$ cat config.mk
export PLATFORM = sky130hd
export DESIGN_NAME = mux_4in_tdm_rx_flat
export DESIGN_NICKNAME = d
export VERILOG_FILES = /design/src/rtl/mux_4in_pkg.sv /design/src/rtl/mux_4in_tdm_rx_if.sv /design/src/rtl/mux_4in_slot_timer.sv /design/src/rtl/mux_4in_tdm_rx.sv /design/src/flat_wrapper.sv
export SDC_FILE = /design/constraint.sdc
export NUM_CORES = 1
export LEC_CHECK = 0
export BUFFER_PORTS_ARGS = -buffer_cell sky130_fd_sc_hd__buf_4
export CAP_MARGIN = 5
export CORE_MARGIN = 2
export CORE_UTILIZATION = 45
export DETAILED_ROUTE_END_ITERATION = 10
export GPL_ROUTABILITY_DRIVEN = 1
export GPL_TIMING_DRIVEN = 0
export PLACE_DENSITY = 0.68
export SLEW_MARGIN = 20
export SYNTH_ARGS = -nofsm -noshare
export SYNTH_HDL_FRONTEND = slang
export SYNTH_HIERARCHICAL = 1
export SYNTH_SLANG_ARGS = --single-unit
$ cat constraint.sdc
create_clock -name clk -period 1.4 [get_ports clk]
set_input_delay 0.21 -clock clk [delete_from_list [all_inputs] [get_ports clk]]
set_output_delay 0.21 -clock clk [all_outputs]
set_load 0.005 [all_outputs]
$ cat src/rtl/mux_4in_pkg.sv
// rtl/mux_4in_pkg.sv - shared widths, types and states for the 4-input mux path
//
// Shared by the mux datapath (MUX_4input) and the TDM receiver.
//   SEL_W   width of the select bus S
//   N_CH    number of mux inputs, which is also the width of the rebuilt word D

package mux_4in_pkg;

    localparam int SEL_W = 2;
    localparam int N_CH  = 4;

    typedef logic [SEL_W-1:0] sel_t;
    typedef logic [N_CH-1:0]  data_t;

    typedef enum logic {
        IDLE = 1'b0,
        RUN  = 1'b1
    } rx_state_e;

endpackage

$ cat src/rtl/mux_4in_tdm_rx_if.sv
// rtl/mux_4in_tdm_rx_if.sv - signal bundle between the TDM receiver and its surroundings
//
// Signals:
//   run          level request to start or continue framing
//   Q            serial bit from the upstream mux output
//   S            select driven to the upstream mux
//   D            last completed word, bit i captured while S==i
//   frame_valid  one-cycle pulse when D updates
//   busy         high while the receiver is framing
//   glitch_err   sticky slot-stability error
// Modports:
//   master       surrounding logic: drives run and Q, observes the rest
//   slave        the receiver itself

interface mux_4in_tdm_rx_if;
    import mux_4in_pkg::*;

    logic  run;
    logic  Q;
    sel_t  S;
    data_t D;
    logic  frame_valid;
    logic  busy;
    logic  glitch_err;

    modport master (
        output run,
        output Q,
        input  S,
        input  D,
        input  frame_valid,
        input  busy,
        input  glitch_err
    );

    modport slave (
        input  run,
        input  Q,
        output S,
        output D,
        output frame_valid,
        output busy,
        output glitch_err
    );

endinterface

$ cat src/rtl/mux_4in_slot_timer.sv
// rtl/mux_4in_slot_timer.sv - slot timer and select counter for the TDM receiver
//
// Ports:
//   clk         rising-edge clock
//   rst_n       asynchronous active-low reset
//   en          high while the receiver is framing; timer and select hold when low
//   sel         current slot, driven out as the mux select
//   sample_stb  high during the cycle whose closing edge samples Q
//   slot_end    high during the last cycle of a slot (select advances on its edge)

module mux_4in_slot_timer
    import mux_4in_pkg::*;
#(
    parameter int SLOT_CYCLES = 4,
    parameter int SAMPLE_AT   = SLOT_CYCLES / 2
) (
    input  logic clk,
    input  logic rst_n,
    input  logic en,
    output sel_t sel,
    output logic sample_stb,
    output logic slot_end
);

    localparam int TW = $clog2(SLOT_CYCLES);
    localparam logic [TW-1:0] LAST = TW'(SLOT_CYCLES - 1);
    localparam logic [TW-1:0] SAMP = TW'(SAMPLE_AT);

    logic [TW-1:0] timer_q;
    sel_t          sel_q;

    // The receiver only leaves RUN at a frame boundary, where both counters
    // wrap to zero on the same edge, so holding while disabled keeps them at 0.
    always_ff @(posedge clk or negedge rst_n) begin
        if (!rst_n) begin
            timer_q <= '0;
            sel_q   <= '0;
        end else if (en) begin
            if (timer_q == LAST) begin
                timer_q <= '0;
                sel_q   <= sel_q + 1'b1;
            end else begin
                timer_q <= timer_q + 1'b1;
            end
        end
    end

    assign sel        = sel_q;
    assign sample_stb = en && (timer_q == SAMP);
    assign slot_end   = en && (timer_q == LAST);

endmodule

$ cat src/rtl/mux_4in_tdm_rx.sv
// rtl/mux_4in_tdm_rx.sv - receive end of the 4-input mux path (select sweep, sample, frame rebuild)
//
// Steps the upstream mux select through slots 0..3, samples Q mid-slot into a
// shadow word and publishes the shadow word as D at each frame boundary with a
// one-cycle frame_valid pulse.
//
// Ports:
//   clk    rising-edge clock
//   rst_n  asynchronous active-low reset
//   bus    mux_4in_tdm_rx_if.slave: run, Q in; S, D, frame_valid, busy, glitch_err out
//
// Build option MUX_4IN_TDM_RX_GLITCH_CHK_EN: when defined, Q is re-checked in
// the last cycle of each slot against the mid-slot sample; any difference sets
// the sticky glitch_err, cleared by reset or by entering RUN. When undefined,
// glitch_err is constant 0.

module mux_4in_tdm_rx
    import mux_4in_pkg::*;
#(
    parameter int SLOT_CYCLES = 4,
    parameter int SAMPLE_AT   = SLOT_CYCLES / 2
) (
    input  logic                clk,
    input  logic                rst_n,
    mux_4in_tdm_rx_if.slave     bus
);

    rx_state_e state_q;
    rx_state_e state_d;

    sel_t  sel;
    logic  sample_stb;
    logic  slot_end;
    logic  frame_end;

    data_t shadow_q;
    data_t d_q;
    logic  fv_q;

    mux_4in_slot_timer #(
        .SLOT_CYCLES (SLOT_CYCLES),
        .SAMPLE_AT   (SAMPLE_AT)
    ) u_slot_timer (
        .clk        (clk),
        .rst_n      (rst_n),
        .en         (state_q == RUN),
        .sel        (sel),
        .sample_stb (sample_stb),
        .slot_end   (slot_end)
    );

    assign frame_end = slot_end && (sel == sel_t'(N_CH - 1));

    always_ff @(posedge clk or negedge rst_n) begin
        if (!rst_n) begin
            state_q <= IDLE;
        end else begin
            state_q <= state_d;
        end
    end

    // run is only honoured as a stop request at a frame boundary, so a frame
    // that has started always completes and publishes.
    always_comb begin
        state_d = state_q;
        case (state_q)
            IDLE: if (bus.run) state_d = RUN;
            RUN:  if (frame_end && !bus.run) state_d = IDLE;
            default: state_d = IDLE;
        endcase
    end

    // The shadow word is never cleared between frames; every bit is rewritten
    // before the next publish, so no stale bit can reach D.
    always_ff @(posedge clk or negedge rst_n) begin
        if (!rst_n) begin
            shadow_q <= '0;
        end else if (sample_stb) begin
            shadow_q[sel] <= bus.Q;
        end
    end

    always_ff @(posedge clk or negedge rst_n) begin
        if (!rst_n) begin
            d_q  <= '0;
            fv_q <= 1'b0;
        end else begin
            fv_q <= frame_end;
            if (frame_end) begin
                d_q <= shadow_q;
            end
        end
    end

`ifdef MUX_4IN_TDM_RX_GLITCH_CHK_EN
    logic glitch_q;

    always_ff @(posedge clk or negedge rst_n) begin
        if (!rst_n) begin
            glitch_q <= 1'b0;
        end else if ((state_q == IDLE) && (state_d == RUN)) begin
            glitch_q <= 1'b0;
        end else if (slot_end && (bus.Q != shadow_q[sel])) begin
            glitch_q <= 1'b1;
        end
    end

    assign bus.glitch_err = glitch_q;
`else
    assign bus.glitch_err = 1'b0;
`endif

    assign bus.S           = sel;
    assign bus.D           = d_q;
    assign bus.frame_valid = fv_q;
    assign bus.busy        = (state_q == RUN);

endmodule

$ cat src/flat_wrapper.sv
// flat-port wrapper written by rule: the top's interface ports become plain ports
module mux_4in_tdm_rx_flat import mux_4in_pkg::*;
#(
    parameter int SLOT_CYCLES = 4,
    parameter int SAMPLE_AT   = SLOT_CYCLES / 2
)
  (clk, rst_n, bus_run, bus_Q, bus_S, bus_D, bus_frame_valid, bus_busy, bus_glitch_err);
  mux_4in_tdm_rx_if bus_i ();
  input  logic clk;
  input  logic rst_n;
  input wire logic [$bits(bus_i.run)-1:0] bus_run;
  input wire logic [$bits(bus_i.Q)-1:0] bus_Q;
  output wire logic [$bits(bus_i.S)-1:0] bus_S;
  output wire logic [$bits(bus_i.D)-1:0] bus_D;
  output wire logic [$bits(bus_i.frame_valid)-1:0] bus_frame_valid;
  output wire logic [$bits(bus_i.busy)-1:0] bus_busy;
  output wire logic [$bits(bus_i.glitch_err)-1:0] bus_glitch_err;
  assign bus_i.run = bus_run;
  assign bus_i.Q = bus_Q;
  assign bus_S = bus_i.S;
  assign bus_D = bus_i.D;
  assign bus_frame_valid = bus_i.frame_valid;
  assign bus_busy = bus_i.busy;
  assign bus_glitch_err = bus_i.glitch_err;
  mux_4in_tdm_rx #(.SLOT_CYCLES(SLOT_CYCLES), .SAMPLE_AT(SAMPLE_AT)) u_core (.clk(clk), .rst_n(rst_n), .bus(bus_i));
endmodule
======== Word level (Yosys, flattened, before mapping) ========
Cells that the tools add are included.
storage, ports and cells
  register bits ........................... 14
  bits of input ports ..................... 4
  output and inout bits ................... 9
  logic and storage cells ................. 28
operators by class
  add/sub/neg operators ................... 2
  magnitude comparators ................... 2
  eq/ne operators ......................... 3
  mux-type cells .......................... 7
  bitwise operators ....................... 1
  reduce and logical (&&, ||, !) cells .... 7
operators with widths
  operator                                                                              count
  2-bit equality test (second input constant)                                           3
  1-bit logical AND                                                                     5
  2-bit by 1-bit adder with 2-bit output (second input constant)                        2
  4-bit bitwise mux                                                                     1
  2-bit by 3-bit less-than comparator with 1-bit output (second input constant)         1
  1-bit two-way mux                                                                     3
  1-bit demux with 2-bit select                                                         1
  2-bit by 1-bit greater-or-equal comparator with 1-bit output (second input constant)  1
  2-bit two-way mux                                                                     1
  1-bit one-hot mux with 2 select lines                                                 1
  2-bit AND reduction                                                                   1
  1-bit zero test                                                                       1
  1-bit NOT                                                                             1

======== Longest topological paths before layout ========
Gate-level depths: netlist of run 1.
  depth after elaboration ................. 6
  mapped depth ............................ 5
  mapped depth without buffers ............ 5

======== Hierarchy ========
The synthesis of run 1 kept the hierarchy.
by module, submodules not included
  module              times used  cells an instance  area each (µm²)  sequential area each (µm²)
  mux_4in_tdm_rx      1           27                 424.2            250.2
  mux_4in_slot_timer  1           16                 193.9            100.1

======== Least setup slack after synthesis of run 1 ========
No wires, ideal clock.
  path type ............................... register to register
  from .................................... register u_core.u_slot_timer.timer_q[0]
  to ...................................... register u_core.shadow_q[0]
  library setup time ...................... 0.125 ns
  data arrival time ....................... 1.234 ns
  required time ........................... 1.275 ns
  slack ................................... 0.041 ns
  stages on the path, launching flop included .. 6
  buffers on the path ..................... 0
  clock period less this slack ............ 1.359 ns
  cells stage by stage .................... dfrtp_1 -> inv_1 -> ha_1 -> and2_2 -> nor3b_1 -> mux2_2
between the ends
  cells in the longest elaborated chain, start to end .. 2
RTL lines
  what                             line                      text
  from (decl)                      mux_4in_slot_timer.sv:29  logic [TW-1:0] timer_q;
  from (signal assigned)           mux_4in_slot_timer.sv:43  timer_q <= timer_q + 1'b1;
  2-bit equality test              mux_4in_slot_timer.sv:49  assign sample_stb = en && (timer_q == SAMP);
  1-bit logical AND                mux_4in_slot_timer.sv:49
  named net u_core.sample_stb      mux_4in_tdm_rx.sv:32      logic sample_stb;
  to (signal, indexed assignment)  mux_4in_tdm_rx.sv:79      shadow_q[sel] <= bus.Q;
  to (decl)                        mux_4in_tdm_rx.sv:36      data_t shadow_q;
The timed path passes the listed nets, and every way through them passes these cells.
A chain may end at the register's enable or synchronous reset.

======== Worst setup path in the final report of run 1 ========
  from .................................... register u_core.u_slot_timer.timer_q[1]
  to ...................................... register u_core.d_q[3] (netlist: u_core/bus.D[3])
between the ends
  cells in the longest elaborated chain, start to end .. 3
RTL lines
  what                       line                      text
  2-bit equality test        mux_4in_slot_timer.sv:50  assign slot_end = en && (timer_q == LAST);
  1-bit logical AND          mux_4in_slot_timer.sv:50
  named net u_core.slot_end  mux_4in_tdm_rx.sv:33      logic slot_end;
  1-bit logical AND          mux_4in_tdm_rx.sv:52      assign frame_end = slot_end && (sel == sel_t'(N_CH - 1));
  to (signal assigned)       mux_4in_tdm_rx.sv:90      d_q <= shadow_q;
  to (decl)                  mux_4in_tdm_rx.sv:37      data_t d_q;
The timed path passes the listed nets, and every way through them passes these cells.

==> results of run 1 <==
==> layer usage <==
layer	global-route usage [%]	share of wire [%]	wire, µm
met1	17.6	45	440
met3	3.80	6.7	65
met5	0	0	0
met2	24.2	47	464
met4	7.50	0.72	7
==> placed cells by master (no fill, tap or decap) <==
master | synthesis | routed
ha_4 | 0 | 1
inv_2 | 0 | 1
nand3b_1 | 2 | 2
nor3b_4 | 0 | 1
nand3_4 | 1 | 1
and2_4 | 0 | 2
inv_1 | 3 | 2
mux2i_1 | 1 | 1
a21o_2 | 1 | 1
dfrtp_1 | 14 | 14
mux2_4 | 4 | 5
conb_1 | 1 | 1
or3b_1 | 1 | 1
o21ai_0 | 1 | 1
mux2_2 | 4 | 3
xnor2_1 | 1 | 1
clkbuf_4 | 0 | 3
xor2_1 | 1 | 1
buf_4 | 1 | 14
clkbuf_8 | 0 | 1
ha_2 | 0 | 1
nand3_1 | 2 | 2
dlygate4sd3_1 | 0 | 1
==> report_power, final <==
part           switching [mW]  total [mW]  internal [mW]
clock                   0.125       0.283          0.158
combinational           0.240       0.754          0.514
sequential              0.202       0.800          0.598
total                   0.567        1.84           1.27
==> timing repair <==
action | CTS | global route
hold buffers | 1 | 0
buffers inserted | 0 | 2
endpoints found under the hold margin | 14 | 0
pin swaps | 0 | 1
resized for setup | 4 | 5
setup endpoints to repair | 5 | 7
==> stage by stage <==
stage | TNS, ns | total power [mW] | hold WS [ns] | setup WS, ns | area (µm²)
5_1_grt | -0.198 | 1.98 | 0.106 | -0.0478 | 813
2_1_floorplan | 0 | 1.17 | -0.0856 | 0.0411 | 618
3_3_place_gp | -0.0436 | 1.39 | 0.0688 | -0.0436 | 719
6_report | 0 | 1.84 | 0.117 | 0.00160 | 813
3_5_place_dp | -0.0704 | 1.42 | 0.0662 | -0.0542 | 719
4_1_cts | 0 | 1.74 | 0.114 | 0.00247 | 778
==> registers in the layout, summed over array words and instances, names as in the netlist <==
signal and count:
u_core/bus.D 4, u_core/shadow_q 4, u_core/u_slot_timer/sel 2, u_core/u_slot_timer/timer_q 2, u_core/bus.busy 1, u_core/bus.frame_valid 1
==> how the worst min path moves through the flow <==
| stage | startpoint | end | slack, ns | depth (start not counted) |
|---|---|---|---|---|
| 2_1_floorplan | rst_n | u_core/bus.D[0] | -0.09 | 0 |
| 4_1_cts | bus_run | u_core/bus.busy | 0.11 | 2 |
| 3_3_place_gp | rst_n | u_core/bus.D[1] | 0.07 | 1 |
| 5_1_grt | bus_run | u_core/bus.busy | 0.11 | 2 |
| 6_report | bus_run | u_core/bus.busy | 0.12 | 2 |
| 3_5_place_dp | rst_n | u_core/bus.frame_valid | 0.07 | 1 |
==> final cells by class <==
| class | instances | area, µm² | area share [%] |
|---|---|---|---|
| sequential | 14 | 350 | 43.1 |
| multi-input combinational | 25 | 282 | 34.6 |
| timing repair buffer | 14 | 108 | 13.2 |
| clock buffer | 4 | 36.3 | 4.46 |
| tap | 15 | 18.8 | 2.31 |
| inverter | 3 | 11.3 | 1.38 |
| buffer | 1 | 7.51 | 0.923 |
==> worst max-delay path, delay by kind of cell, from the launching register on <==
family | cells | cell delay, ns
and+or+nand+nor | 2 | 0.29
adders and majority gates | 1 | 0.23
DFF | 1 | 0.43
muxes | 1 | 0.34
==> logic make-up (layout without fill, tap and decap cells) <==
family | count (synthesis) | after routing | synth area share (%)
adder cells (fa/ha/maj) | 2 | 2 | 4.05
multiplexers | 9 | 9 | 18.6
AND/OR/NAND/NOR | 9 | 9 | 11.9
flip-flops | 14 | 14 | 56.7
AO/OA/AOI/OAI | 2 | 2 | 2.23
buffers and inverters | 4 | 22 | 3.04
other | 1 | 1 | 0.607
XOR/XNOR | 2 | 2 | 2.83
==> out/results.tsv, run 1 <==
metric	value	unit
wire length per cell	12.9	µm
PortBufs	11	
largest net degree at the start of global routing	15	
RR Startpoint	u_core/u_slot_timer/timer_q[1]	
Cell Pwr Density	2260	nW/µm²
post-layout min period	1.40	ns
DR DRC count	0	
Worst-path clk slew	0.08	ns
initial antenna violation count	0	
CP peak stage delay	0.43	ns
antenna diode count	0	
Synth area leader	dfrtp_1	
Placer Congestion	0.663	
WS Path Type	reg2reg	
share of post-route cells with drive strength above 1	55.7	%
syn nets	49	
hpwl dp	664	µm
RSZ-0062 raised after global routing	yes	
DR pass1 iterations	2	
total track usage	14.8	%
CTS tree	yes	
worst ir drop on vdd	0.00108	V
H-tree levels	1	
final wirelength	977	µm
1st-iter DRT viols	9	
Data arrival, critical path	1.56	ns
Post-Route Utilization	63.3	%
FF+latch count, synth	14	
CTS Buf Count	3	
Leakage	0.401	nW
total global routing overflow	0	
sequential cell area fraction in the yosys report	56.7	%
clock buffer depth	2	
CTS root buf	clkbuf_4	
Yosys top cell area share	56.7	%
most common cell in the netlist	dfrtp_1	
first-pass GRT wire length	1550	µm
vias in the first global route	350	
synth top area cells	dfrtp_1, mux2_4, mux2_2	
warnings from Yosys	6	
die width	41.1	µm
fmax	0.715	GHz
Syn Inst Count	43	
Top FF cell, synth	dfrtp_1	
Area Growth Syn to Fin	31.6	%
Clock Skew	0.00193	ns
Placed Cells	69	
core area	1280	µm²
Reg-to-Reg End	u_core/bus.D[3]	
Setup crit end kind	register	
fin cells	76	
CP Launch Type	register	
worst-path maximum fanout	6	
final hold vios	0	
worst setup path end	u_core/bus.D[3]	
Post-synth EDFFs	0	
Initial Utilization	48.1	%
most frequent cells after synthesis	dfrtp_1, mux2_2, mux2_4	
Max Cap Viol	0	
Site Rows	13	
Async SR Flop Fraction	100	%
CTS Sinks	14	
CP Data Required Time	1.56	ns
routed via count	369	
Final Max Slew Viols	0	
final setup violating endpoints	0	
Die Area	1690	µm²
Crit-path slowest cell	dfrtp_1	
DIE HEIGHT	41.1	µm
Hold Path Class	in2reg	
Setup crit start	u_core/u_slot_timer/timer_q[1]	
filler cell count in the final layout	97	
R2R setup slack	0.002	ns
reg2reg path depth	4	
Netlist Area Pre-Place	618	µm²
Unique masters post-synth	18	
Top Ports	13	
final net count	68	
status	finished clean	
vias per cell	4.86	
Avg Cell Area, Syn	14.4	µm²
CP cell instances	ha_2 -> and2_4 -> nand3_4 -> mux2_4	
Clock Latency Late Sink	0.27	ns
Routed Antenna Nets	0	
fin crit share	99.9	%
No activity file was read; power rests on OpenSTA's default activity.
==> run 2: changes to the inputs <==
--- a/config.mk
+++ b/config.mk
@@ -12,7 +12,7 @@
 export DETAILED_ROUTE_END_ITERATION = 10
 export GPL_ROUTABILITY_DRIVEN = 1
 export GPL_TIMING_DRIVEN = 0
-export PLACE_DENSITY = 0.68
+export PLACE_DENSITY = 0.71
 export SLEW_MARGIN = 20
 export SYNTH_ARGS = -nofsm -noshare
 export SYNTH_HDL_FRONTEND = slang
==> out/results.tsv, run 2 (same netlist as run 1, synthesis figures left out) <==
metric	value	unit	change
min-delay src	bus_run		
sequential standard cell area	350	µm²	unchanged
worst-path maximum fanout	4		-2
DIE HEIGHT	41.1	µm	unchanged
R2R setup slack	-0.02	ns	-0.02 ns
1st-iter DRT viols	4		-5
antenna diode count	0		unchanged
H-tree levels	1		unchanged
WS Path Type	reg2reg		
Max Cap Viol	0		unchanged
CTS Sinks	14		unchanged
fin crit share	101	%	+1.4 points
vias in the first global route	379		+8.3%
DR DRC count	0		unchanged
PortBufs	11		unchanged
Routed Antenna Nets	0		unchanged
Placer Congestion	0.682		+2.9%
Buf/Inv on CP	1		+1
final instance area	851	µm²	+4.6%
total track usage	16.3	%	+1.5 points
fmax	0.705	GHz	-1.4%
CP Data Required Time	1.56	ns	about the same
Leakage	0.427	nW	+6.7%
DR pass1 iterations	2		unchanged
reg2reg path depth	5		+1
post-layout min period	1.42	ns	+0.0202 ns
CTS root buf	clkbuf_4		
CTS Buf Count	3		unchanged
Hold Path Depth	2		unchanged
Clock Skew	0.00388	ns	+0.00194 ns
final wirelength	1120	µm	+14%
clock buffer depth	2		unchanged
fin cells	79		+3.9%
Final Max Slew Viols	0		unchanged
Post-Route Utilization	66.2	%	+2.9 points
Worst-path clk slew	0.08	ns	about the same
RR Startpoint	u_core/u_slot_timer/timer_q[0]		
first-pass GRT wire length	1610	µm	+4.5%
failing checks	setup timing		
routed via count	394		+6.8%
largest net degree at the start of global routing	15		unchanged
hold endpoint	u_core/bus.busy		
CP Launch Type	register		
hpwl dp	704	µm	+6.1%
die width	41.1	µm	unchanged
CP peak stage delay	0.42	ns	about the same
Top Ports	13		unchanged
most frequent cells in the layout	buf_4, dfrtp_1, mux2_4		
Data arrival, critical path	1.58	ns	+0.02 ns
DP Area	719	µm²	unchanged
CP cell instances	inv_2 -> ha_4 -> and2_4 -> nor3b_4 -> mux2_4		
Site Rows	13		unchanged
final net count	71		+4.4%
vias per cell	4.99		+2.7%
delay-heaviest family, CP	flip-flops		
Die Area	1690	µm²	unchanged
RSZ-0062 raised after global routing	yes		
total global routing overflow	0		unchanged
Initial Utilization	48.1	%	unchanged
Placed Cells	69		unchanged
Reg-to-Reg End	u_core/shadow_q[0]		
worst ir drop on vdd	0.00157	V	+45%
status	finished with violations		
setup ws final	-0.0186	ns	-0.0202 ns
CTS tree	yes		
Area Growth Syn to Fin	37.7	%	
final hold vios	0		unchanged
wire length per cell	14.2	µm	+10%
most common cell after layout, fill and taps aside	buf_4		
area occupied by multi-input gates	289	µm²	+2.7%
Setup crit end kind	register		
final setup violating endpoints	1		+1
Hold Path Class	in2reg		
Clock Latency Late Sink	0.27	ns	about the same
initial antenna violation count	0		unchanged
TNS Setup	-0.0186	ns	-0.0186 ns
share of post-route cells with drive strength above 1	57.8	%	+2.1 points
filler cell count in the final layout	97		unchanged
Cell Pwr Density	2280	nW/µm²	+0.78%
core area	1280	µm²	unchanged
Crit-path slowest cell	dfrtp_1		
[run 2: changes by cell type in the layout (fill, tap and decap cells not counted)]
cell	delta
buf_6	+2
mux2_2	-2
mux2_4	+2
buf_4	+1
[run 2: where the power goes]
| part | switching [mW] | leakage (nW) | total, mW | internal (mW) |
|---|---|---|---|---|
| Combinational | 0.275 | 0.241 | 0.852 | 0.578 |
| Sequential | 0.207 | 0.165 | 0.805 | 0.598 |
| Clock | 0.121 | 0.0210 | 0.279 | 0.158 |
[run 2: worst max path at each step]
stage | startpoint | cells past startpoint | end | slack (ns)
floorplan | u_core/u_slot_timer/timer_q[0] | 5 | u_core/shadow_q[0] | 0.04
global placement | u_core/u_slot_timer/timer_q[0] | 5 | u_core/shadow_q[0] | -0.05
detailed placement | u_core/u_slot_timer/timer_q[0] | 5 | u_core/shadow_q[0] | -0.10
CTS | u_core/u_slot_timer/timer_q[0] | 5 | u_core/shadow_q[0] | -0.01
global route | u_core/u_slot_timer/timer_q[0] | 5 | u_core/shadow_q[0] | -0.04
finish | u_core/u_slot_timer/timer_q[0] | 5 | u_core/shadow_q[0] | -0.02
[run 2: area by class of cell]
class	instances	share of cell area, %
plain buffers	1	0.882
clock buffers	4	4.26
inverters	3	1.32
multi-input cells	25	34.0
flip-flops and latches	14	41.2
well taps	15	2.21
repair buffers	17	16.2
[run 2: through the flow]
step | hold WS [ns] | power (mW) | worst slack [ns]
3_3_place_gp | 0.0687 | 1.39 | -0.0467
3_5_place_dp | 0.0636 | 1.43 | -0.105
5_1_grt | 0.0944 | 2.08 | -0.0428
2_1_floorplan | -0.0856 | 1.17 | 0.0411
6_report | 0.112 | 1.94 | -0.0186
4_1_cts | 0.107 | 1.80 | -0.0144
[run 2: what timing repair did]
item                                    in CTS  in global routing
hold endpoints to repair                    14                  0
buffers inserted                             1                  4
gates resized for setup                      7                  6
hold buffers                                 1                  0
endpoints found under the setup margin       5                  7
pin swaps                                    0                  3
[run 2: metal layers]
| layer | global-route usage (%) | share of wire (%) | vias up |
|---|---|---|---|
| met3 | 9.78 | 7.5 | 2 |
| met5 | 0 | 0 | - |
| met1 | 15.7 | 40 | 190 |
| li1 | - | - | 187 |
| met4 | 5.00 | 0.63 | 0 |
| met2 | 28.5 | 51 | 15 |
